### src/rtl/uart_pkg.sv
// Shared types and constants for the UART receive path.
package uart_pkg;

  typedef enum logic [2:0] {
    IDLE,
    START,
    DATA,
    STOP,
    WAIT_HIGH
  } rx_state_e;

  localparam logic [3:0] SAMPLE_LO  = 4'd6;
  localparam logic [3:0] SAMPLE_MID = 4'd7;
  localparam logic [3:0] SAMPLE_HI  = 4'd8;
  localparam logic [3:0] PHASE_LAST = 4'd15;
  localparam int         DATA_BITS  = 8;

  function automatic logic maj3(input logic [2:0] s);
    return (s[0] & s[1]) | (s[0] & s[2]) | (s[1] & s[2]);
  endfunction

endpackage

### src/rtl/uart_baud_tick.sv
// Free-running divider producing a one-cycle tick every DIV sysclk cycles.
module uart_baud_tick #(
  parameter int DIV = 651
) (
  input  logic sysclk,
  input  logic reset,
  output logic tick
);

  localparam int CW = (DIV > 1) ? $clog2(DIV) : 1;

  logic [CW-1:0] cnt;

  assign tick = (cnt == CW'(DIV - 1));

  always_ff @(posedge sysclk or posedge reset) begin
    if (reset)     cnt <= '0;
    else if (tick) cnt <= '0;
    else           cnt <= cnt + CW'(1);
  end

endmodule

### src/rtl/uart_rx_fifo.sv
// 8N1 receiver with 16x oversampling, majority-vote sampling and a show-ahead FIFO.
module uart_rx_fifo
  import uart_pkg::*;
#(
  parameter int OVERSAMPLE_DIV = 651,
  parameter int FIFO_DEPTH     = 4
) (
  input  logic       sysclk,
  input  logic       reset,
  input  logic       rx,
  input  logic       rd_en,
  output logic [7:0] rx_data,
  output logic       rx_valid,
  output logic       rx_full,
  output logic       frame_err,
  output logic       overrun
);

  localparam int AW = $clog2(FIFO_DEPTH);

  logic [1:0]           sync_q;
  logic                 rx_s;
  logic                 tick;

  rx_state_e            state, state_n;
  logic [3:0]           phase, phase_n;
  logic [2:0]           bitcnt, bitcnt_n;
  logic [DATA_BITS-1:0] shreg, shreg_n;
  logic [1:0]           samp, samp_n;
  logic                 vote;
  logic                 push, ferr_n;

  logic [AW:0]          wr_ptr, rd_ptr;
  logic [7:0]           mem [FIFO_DEPTH];
  logic                 empty, full, do_pop, do_push, ovr_n;

  always_ff @(posedge sysclk or posedge reset) begin
    if (reset) sync_q <= 2'b11;
    else       sync_q <= {sync_q[0], rx};
  end
  assign rx_s = sync_q[1];

  uart_baud_tick #(.DIV(OVERSAMPLE_DIV)) u_tick (
    .sysclk (sysclk),
    .reset  (reset),
    .tick   (tick)
  );

  // Vote uses the two held samples plus the live phase-8 sample.
  assign vote = maj3({rx_s, samp});

  always_ff @(posedge sysclk or posedge reset) begin
    if (reset) begin
      state  <= IDLE;
      phase  <= '0;
      bitcnt <= '0;
      shreg  <= '0;
      samp   <= '0;
    end else begin
      state  <= state_n;
      phase  <= phase_n;
      bitcnt <= bitcnt_n;
      shreg  <= shreg_n;
      samp   <= samp_n;
    end
  end

  always_comb begin
    state_n  = state;
    phase_n  = phase;
    bitcnt_n = bitcnt;
    shreg_n  = shreg;
    samp_n   = samp;
    push     = 1'b0;
    ferr_n   = 1'b0;
    if (tick) begin
      phase_n = phase + 4'd1;
      if (phase == SAMPLE_LO)  samp_n[0] = rx_s;
      if (phase == SAMPLE_MID) samp_n[1] = rx_s;
      case (state)
        IDLE: begin
          phase_n = '0;
          if (!rx_s) state_n = START;
        end
        START: begin
          if (phase == SAMPLE_HI && vote) state_n = IDLE;
          else if (phase == PHASE_LAST) begin
            bitcnt_n = '0;
            state_n  = DATA;
          end
        end
        DATA: begin
          if (phase == SAMPLE_HI) shreg_n = {vote, shreg[DATA_BITS-1:1]};
          if (phase == PHASE_LAST) begin
            if (bitcnt == 3'(DATA_BITS - 1)) state_n = STOP;
            else                             bitcnt_n = bitcnt + 3'd1;
          end
        end
        STOP: begin
          // Leave at phase 8 so a back-to-back start edge is not missed.
          if (phase == SAMPLE_HI) begin
            if (vote) begin
              push    = 1'b1;
              state_n = IDLE;
            end else begin
              ferr_n  = 1'b1;
              state_n = WAIT_HIGH;
            end
          end
        end
        WAIT_HIGH: if (rx_s) state_n = IDLE;
        default:   state_n = IDLE;
      endcase
    end
  end

  assign empty   = (wr_ptr == rd_ptr);
  assign full    = (wr_ptr[AW] != rd_ptr[AW]) && (wr_ptr[AW-1:0] == rd_ptr[AW-1:0]);
  assign do_pop  = rd_en & ~empty;
  assign do_push = push & (~full | do_pop);
  assign ovr_n   = push & full & ~do_pop;

  always_ff @(posedge sysclk or posedge reset) begin
    if (reset) begin
      wr_ptr <= '0;
      rd_ptr <= '0;
      for (int i = 0; i < FIFO_DEPTH; i++) mem[i] <= '0;
    end else begin
      if (do_push) begin
        mem[wr_ptr[AW-1:0]] <= shreg;
        wr_ptr              <= wr_ptr + 1'b1;
      end
      if (do_pop) rd_ptr <= rd_ptr + 1'b1;
    end
  end

  always_ff @(posedge sysclk or posedge reset) begin
    if (reset) begin
      frame_err <= 1'b0;
      overrun   <= 1'b0;
    end else begin
      frame_err <= ferr_n;
      overrun   <= ovr_n;
    end
  end

  assign rx_data  = mem[rd_ptr[AW-1:0]];
  assign rx_valid = ~empty;
  assign rx_full  = full;

endmodule

### config.mk
export PLATFORM = sky130hd
export DESIGN_NAME = uart_rx_fifo
export DESIGN_NICKNAME = d
export VERILOG_FILES = /design/src/rtl/uart_pkg.sv /design/src/rtl/uart_baud_tick.sv /design/src/rtl/uart_rx_fifo.sv
export SDC_FILE = /design/constraint.sdc
export NUM_CORES = 1
export LEC_CHECK = 0
export ABC_CLOCK_PERIOD_IN_PS = 2300
export BUFFER_PORTS_ARGS = -buffer_cell sky130_fd_sc_hd__buf_2
export CAP_MARGIN = 20
export CORE_MARGIN = 2
export CORE_UTILIZATION = 35
export DETAILED_ROUTE_END_ITERATION = 16
export GPL_TIMING_DRIVEN = 0
export SLEW_MARGIN = 10
export SYNTH_ARGS = -nofsm -noshare
export SYNTH_HDL_FRONTEND = slang
export SYNTH_SLANG_ARGS = --single-unit
export TNS_END_PERCENT = 50
### constraint.sdc
create_clock -name sysclk -period 2.3 [get_ports sysclk]
set_clock_uncertainty 0.1 [all_clocks]
set_input_delay 0.345 -clock sysclk [delete_from_list [all_inputs] [get_ports sysclk]]
set_output_delay 0.345 -clock sysclk [all_outputs]
set_load 0.005 [all_outputs]
==> impl_metrics.yaml, run 1 <==
outcome:
  status: "complete, no violations"
die:
  die_y_um: 104
  fp.dieW_um: 104
  ios: 16
  die_area_um2: 10900
  num_rows: 36
  core_um2: 9770
  initial_core_util_pct: 36.0
critical_path:
  crit_buf_inv: 3
  crit_path_end_kind: "register"
  cp.arrival_ns: 2.27
  path_class: "register to register"
  critPathLaunchType: "register"
  cp.required_ns: 2.42
  max_stage_delay_ns: 0.43
  timing.rr.start: "u_tick.cnt[0]"
  worst_path_dominant_cell_family: "simple AND/OR/NAND/NOR gates"
  slowest_stage: "dfrtp_1"
  reg2reg_setup_slack_ns: 0.15
  critical_path.max_fanout: 10
  startpoint: "u_tick.cnt[0]"
  cp_cell_sequence: "inv_1 -> ha_1 -> nor4bb_4 -> and3_1 -> buf_6 -> and3_1 -> buf_6 -> mux2_2"
global_route:
  grt_max_degree: 54
  grt_overflow_total: 0
  grt_pass1_wl_mm: 10.6
  antenna_found_initial: 0
  grt.total_usage_pct: 12.4
  grt_pass1_vias: 2172
synthesis:
  synth_nets: 273
  yosys_warnings: 0
  synth.largest_area_cell: "dfrtp_1"
  ys_seq_area_share_pct: 51.3
  ys_ff_latch: 72
  ys_top_cells_by_area: "dfrtp_1 50%, mux2_2 14%, mux4_2 5.1%, ha_1 4.3%, xnor2_1 2.7%"
  syn-instance-count: 257
  ys.flop_type: "dfrtp_1"
  synth_edf_count: 0
  synth.distinct_cells: 44
  netlist.area_leader.share_pct: 49.8
  synth_area_um2: 3510
  synthArstFlopShare_pct: 100
  synth_area_per_cell_um2: 13.7
routing:
  route.detailed.drc: 0
  num_vias: 2051
  avgRoutedWirePerCell_um: 14.2
  drt_pre_antenna_iters: 4
  viasPerCell: 4.83
  ant_nets: 0
  drt_iter0_markers: 89
  drt_wl_total_mm: 6.04
clocking:
  worst_skew_pair.late_latency_ns: 0.35
  clk_path_buf_depth: 2
  htreeDepth: 3
  path_clk_slew_ns: 0.08
  clkSinkCount: 72
  cts-root-buf: "clkbuf_8"
  cts_buffers: 9
  cts_tree: "done"
sta:
  max_slew_margin_pct: 73.5
  setup_violations: 0
  final-max-slew-violation-count: 0
  tightestPinTransition_ns: 0.392
  fin_crit_sh_pct: 93.3
  min_period_ns: 2.15
  fmax_ghz: 0.466
  setup_tns_ns: 0
  hold_viol: 0
power_and_ir_drop:
  vdd_ir_drop_max_v: 0.000266
  intPower_uw: 1930
  p_seq_share_pct: 52.2
  p_total_uw: 2430
  leakage_uw: 0.00197
  clkPwrFrac_pct: 46.3
  p_comb_share_pct: 1.5
  p_per_area_nw_per_um2: 601
  switching_share_pct: 20.8
  p_switching_uw: 505
flow_run:
  cap_violations: 0
placed_design:
  dp_hpwl_mm: 4.15
  gp_congestion: 0.755
  io_buffers: 15
cells_and_area:
  layout_common_cells: "70 x dfrtp_1, 43 x mux2_2, 20 x buf_2"
  nets: 303
  syn_to_final_growth_pct: 15.2
  final_layout_size_suffix_gt1_share_pct: 37.0
  layout_commonest_cell: "dfrtp_1"
  antenna_cells: 0
  nFillCells: 930
worst_hold_path:
  hold_path.class: "primary input to register"
  min_from: "rd_en"
power by group through the flow:
stage                     sequential, uW  combinational [uW]  clock, uW
after floorplan                     1290                19.9          0
after global placement              1290                30.3          0
after detailed placement            1290                37.3          0
after CTS                           1270                39.9       1170
after global routing                1270                44.8       1230
final                               1270                37.4       1130
what timing repair did:
item,CTS,global route
hold buffers,2,0
buffers inserted,0,1
gates resized for setup,0,1
setup endpoints to repair,0,20
hold endpoints to repair,18,0
area by class of cell:
| class | instances | area (um^2) | share of cell area, % |
|---|---|---|---|
| flip-flops and latches | 72 | 1800 | 44.5 |
| inverters | 8 | 32.5 | 0.803 |
| clock buffers | 11 | 141 | 3.49 |
| repair buffers | 19 | 130 | 3.21 |
| multi-input cells | 168 | 1630 | 40.2 |
| clock inverters | 5 | 86.3 | 2.13 |
| plain buffers | 9 | 62.6 | 1.54 |
| well taps | 133 | 166 | 4.11 |
routing by layer:
layer,up-vias,GRT usage (%),routed length (um)
met5,-,0,0
met4,0,6.37,105
met2,17,18.8,2830
met1,1035,16.9,2980
met3,9,2.44,130
li1,990,-,-
per-stage QoR:
| stage | util (%) | cells | instance area, um^2 | hold WS, ns | setup slack (ns) |
|---|---|---|---|---|---|
| after floorplan | - | 257 | 3510 | 0.245 | 0.0334 |
| after global placement | 38.4 | 405 | 3760 | 0.247 | -0.886 |
| after detailed placement | 38.7 | 406 | 3790 | 0.225 | 0.104 |
| after CTS | 41.3 | 424 | 4030 | 0.178 | 0.0774 |
| after global routing | 41.4 | 425 | 4050 | 0.190 | -0.0121 |
| final | 41.4 | 425 | 4050 | 0.201 | 0.155 |
synthesized netlist by cell type (5+ instances only):
cell type / number
and3_1: 7
inv_1: 8
nand3_1: 11
mux4_2: 8
nor2_1: 15
o21ai_0: 6
nand2_1: 12
mux2_2: 43
ha_1: 12
dfrtp_1: 70
buf_2: 5
xnor2_1: 11
registers in the layout, summed over array words and instances (netlist names):
name,count
bitcnt,3
samp,2
u_tick.cnt,10
phase,4
wr_ptr,3
frame_err,1
sync_q,2
state,3
shreg,8
overrun,1
rd_ptr,3
mem,32
final timing paths:
check / end / cells past startpoint
worst max-delay path: shreg[6] / 8
worst min-delay path: rd_ptr[2] / 3
worst max register to register: shreg[6] / 8
worst min register to register: sync_q[1] / 0
max in group asynchronous: phase[0] / 4
min in group asynchronous: u_tick.cnt[3] / 3
worst register-to-register path: stages (launching register included):
cell	delay, ns
dfrtp_1	0.43
inv_1	0.07
ha_1	0.15
nor4bb_4	0.22
and3_1	0.21
buf_6	0.17
and3_1	0.19
buf_6	0.15
mux2_2	0.34
cells by family after synthesis:
kind of cell | synth area share [%]
AO/OA/AOI/OAI | 2.39
adder cells (fa/ha/maj) | 4.56
XOR/XNOR | 3.74
buffers and inverters | 2.63
AND/OR/NAND/NOR | 14.2
flip-flops | 51.3
multiplexers | 21.1
(Power assumes the default switching activity.)
==> run 2, diff against run 1 <==
Settings changed: CORE_UTILIZATION 35 to 43.
==> impl_metrics.yaml, run 2 (synthesis results as in run 1) <==
critical_path:
  timing.rr.start: "phase[0]"
  path_class: "register to register"
  cp.required_ns: 2.42
  reg2reg_setup_slack_ns: 0.13
  critPathLaunchType: "register"
  max_stage_delay_ns: 0.43
  reg2regPathDepth: 7
  worst_path_dominant_cell_family: "simple AND/OR/NAND/NOR gates"
  crit_path_end_kind: "register"
  slowest_stage: "dfrtp_1"
  crit_buf_inv: 2
  critical_path.max_fanout: 8
  r2r_end: "mem[22]"
  cp.arrival_ns: 2.29
  cp_cell_sequence: "inv_1 -> ha_1 -> and4b_1 -> and3b_1 -> buf_4 -> nand4_4 -> mux2_1"
placed_design:
  placed_cell_area_um2: 3750
  dp.cells: 375
  io_buffers: 15
  dp_hpwl_mm: 3.90
  gp_congestion: 0.825
cells_and_area:
  nFillCells: 703
  largestRegisters: "mem (32), u_tick.cnt (10), shreg (8)"
  multi_input_area_um2: 1630
  final_layout_size_suffix_gt1_share_pct: 37.2
  layout_commonest_cell: "dfrtp_1"
  final_area_um2: 4010
  regMostFlops: "mem"
  syn_to_final_growth_pct: 14.2
  layout_common_cells: "70 x dfrtp_1, 43 x mux2_2, 20 x buf_2"
  antenna_cells: 0
  nets: 304
  regArea_um2: 1800
  finalNonFillerCells: 395
  largest_register_ffs: 32
clocking:
  path_clk_slew_ns: 0.08
  clk_path_buf_depth: 2
  worst_skew_pair.late_latency_ns: 0.34
  cts_tree: "done"
  clkSinkCount: 72
  cts_buffers: 9
  cts-root-buf: "clkbuf_8"
  htreeDepth: 3
power_and_ir_drop:
  clkPwrFrac_pct: 45.6
  p_switching_uw: 486
  switching_share_pct: 20.2
  leakage_uw: 0.00196
  intPower_uw: 1920
  p_comb_share_pct: 1.6
  p_per_area_nw_per_um2: 599
  vdd_ir_drop_max_v: 0.000380
  p_seq_share_pct: 52.8
routing:
  avgRoutedWirePerCell_um: 14.9
  drt_iter0_markers: 118
  viasPerCell: 5.21
  route.detailed.drc: 0
  drt_wl_total_mm: 5.88
  drt_pre_antenna_iters: 5
  ant_nets: 0
  num_vias: 2058
die:
  fp.dieW_um: 94.4
  die_area_um2: 8910
  ios: 16
  initial_core_util_pct: 45.0
  die_y_um: 94.4
  num_rows: 32
  core_um2: 7810
worst_hold_path:
  min_to: "rd_ptr[2]"
  min_from: "rd_en"
  min_path_cells: 3
  hold_path.class: "primary input to register"
sta:
  min_period_ns: 2.17
  final-max-slew-violation-count: 0
  fmax_ghz: 0.461
  max_slew_margin_pct: 75.9
  setup_violations: 0
  tightestPinTransition_ns: 0.356
  fin_crit_sh_pct: 94.4
  hold_viol: 0
global_route:
  grt_overflow_total: 0
  grt_pass1_wl_mm: 10.5
  grt.total_usage_pct: 15.5
  grt_max_degree: 53
  grt_pass1_vias: 2066
  antenna_found_initial: 0
flow_run:
  cap_violations: 0
outcome:
  status: "complete, no violations"
run 2: worst max-delay path by stage:
| stage | from | end | slack, ns | cells after the start |
|---|---|---|---|---|
| floorplan | reset | bitcnt[0] | 0.03 | 1 |
| global placement | reset | phase[0] | -0.89 | 2 |
| detailed placement | rd_ptr[1] | mem[0] | 0.12 | 5 |
| CTS | rd_ptr[1] | mem[1] | 0.1 | 5 |
| global route | u_tick.cnt[0] | shreg[2] | -0.003 | 8 |
| finish | phase[0] | mem[22] | 0.13 | 7 |
run 2: stage by stage:
stage / power (uW) / hold WS [ns] / TNS, ns / util [%] / setup WS, ns
after global placement: 1330 / 0.246 / -62.31 / 47.6 / -0.888
after global routing: 2510 / 0.214 / -0.00379 / 51.4 / -0.00282
final: 2400 / 0.221 / 0 / 51.4 / 0.130
after CTS: 2450 / 0.202 / 0 / 51.1 / 0.100
after floorplan: 1310 / 0.245 / 0 / - / 0.0334
after detailed placement: 1330 / 0.225 / 0 / 48.0 / 0.116
run 2: routing by layer:
layer	global-route usage (%)	wire [um]
met1	22.4	2890
met2	22.4	2740
met3	4.55	147
met4	5.43	100
met5	0	0
run 2: timing repair:
item / in CTS / in global routing
gates resized for setup: 0 / 1
hold buffers: 2 / 0
endpoints found under the hold margin: 19 / 0
setup endpoints to repair: 0 / 33
setup buffers: 0 / 2
run 2: final cells by class:
type	instances	area share, %
Timing Repair Buffer	20	3.43
Tap cell	102	3.18
Sequential cell	72	45.0
Multi-Input combinational cell	168	40.5
Inverter	8	0.811
Buffer	9	1.56
Clock inverter	5	2.00
Clock buffer	11	3.52
run 2: tightest hold or removal path: stages:
cell and delay (ns):
buf_2 0.12, nand3_1 0.08, xnor2_1 0.07
run 2: power by group through the flow:
stage               registers [uW]  clock network, uW  logic, uW
floorplan                     1290                  0       19.9
global placement              1290                  0       30.4
detailed placement            1290                  0       37.8
CTS                           1270               1140       40.3
global route                  1270               1200       44.7
finish                        1270               1100       38.0
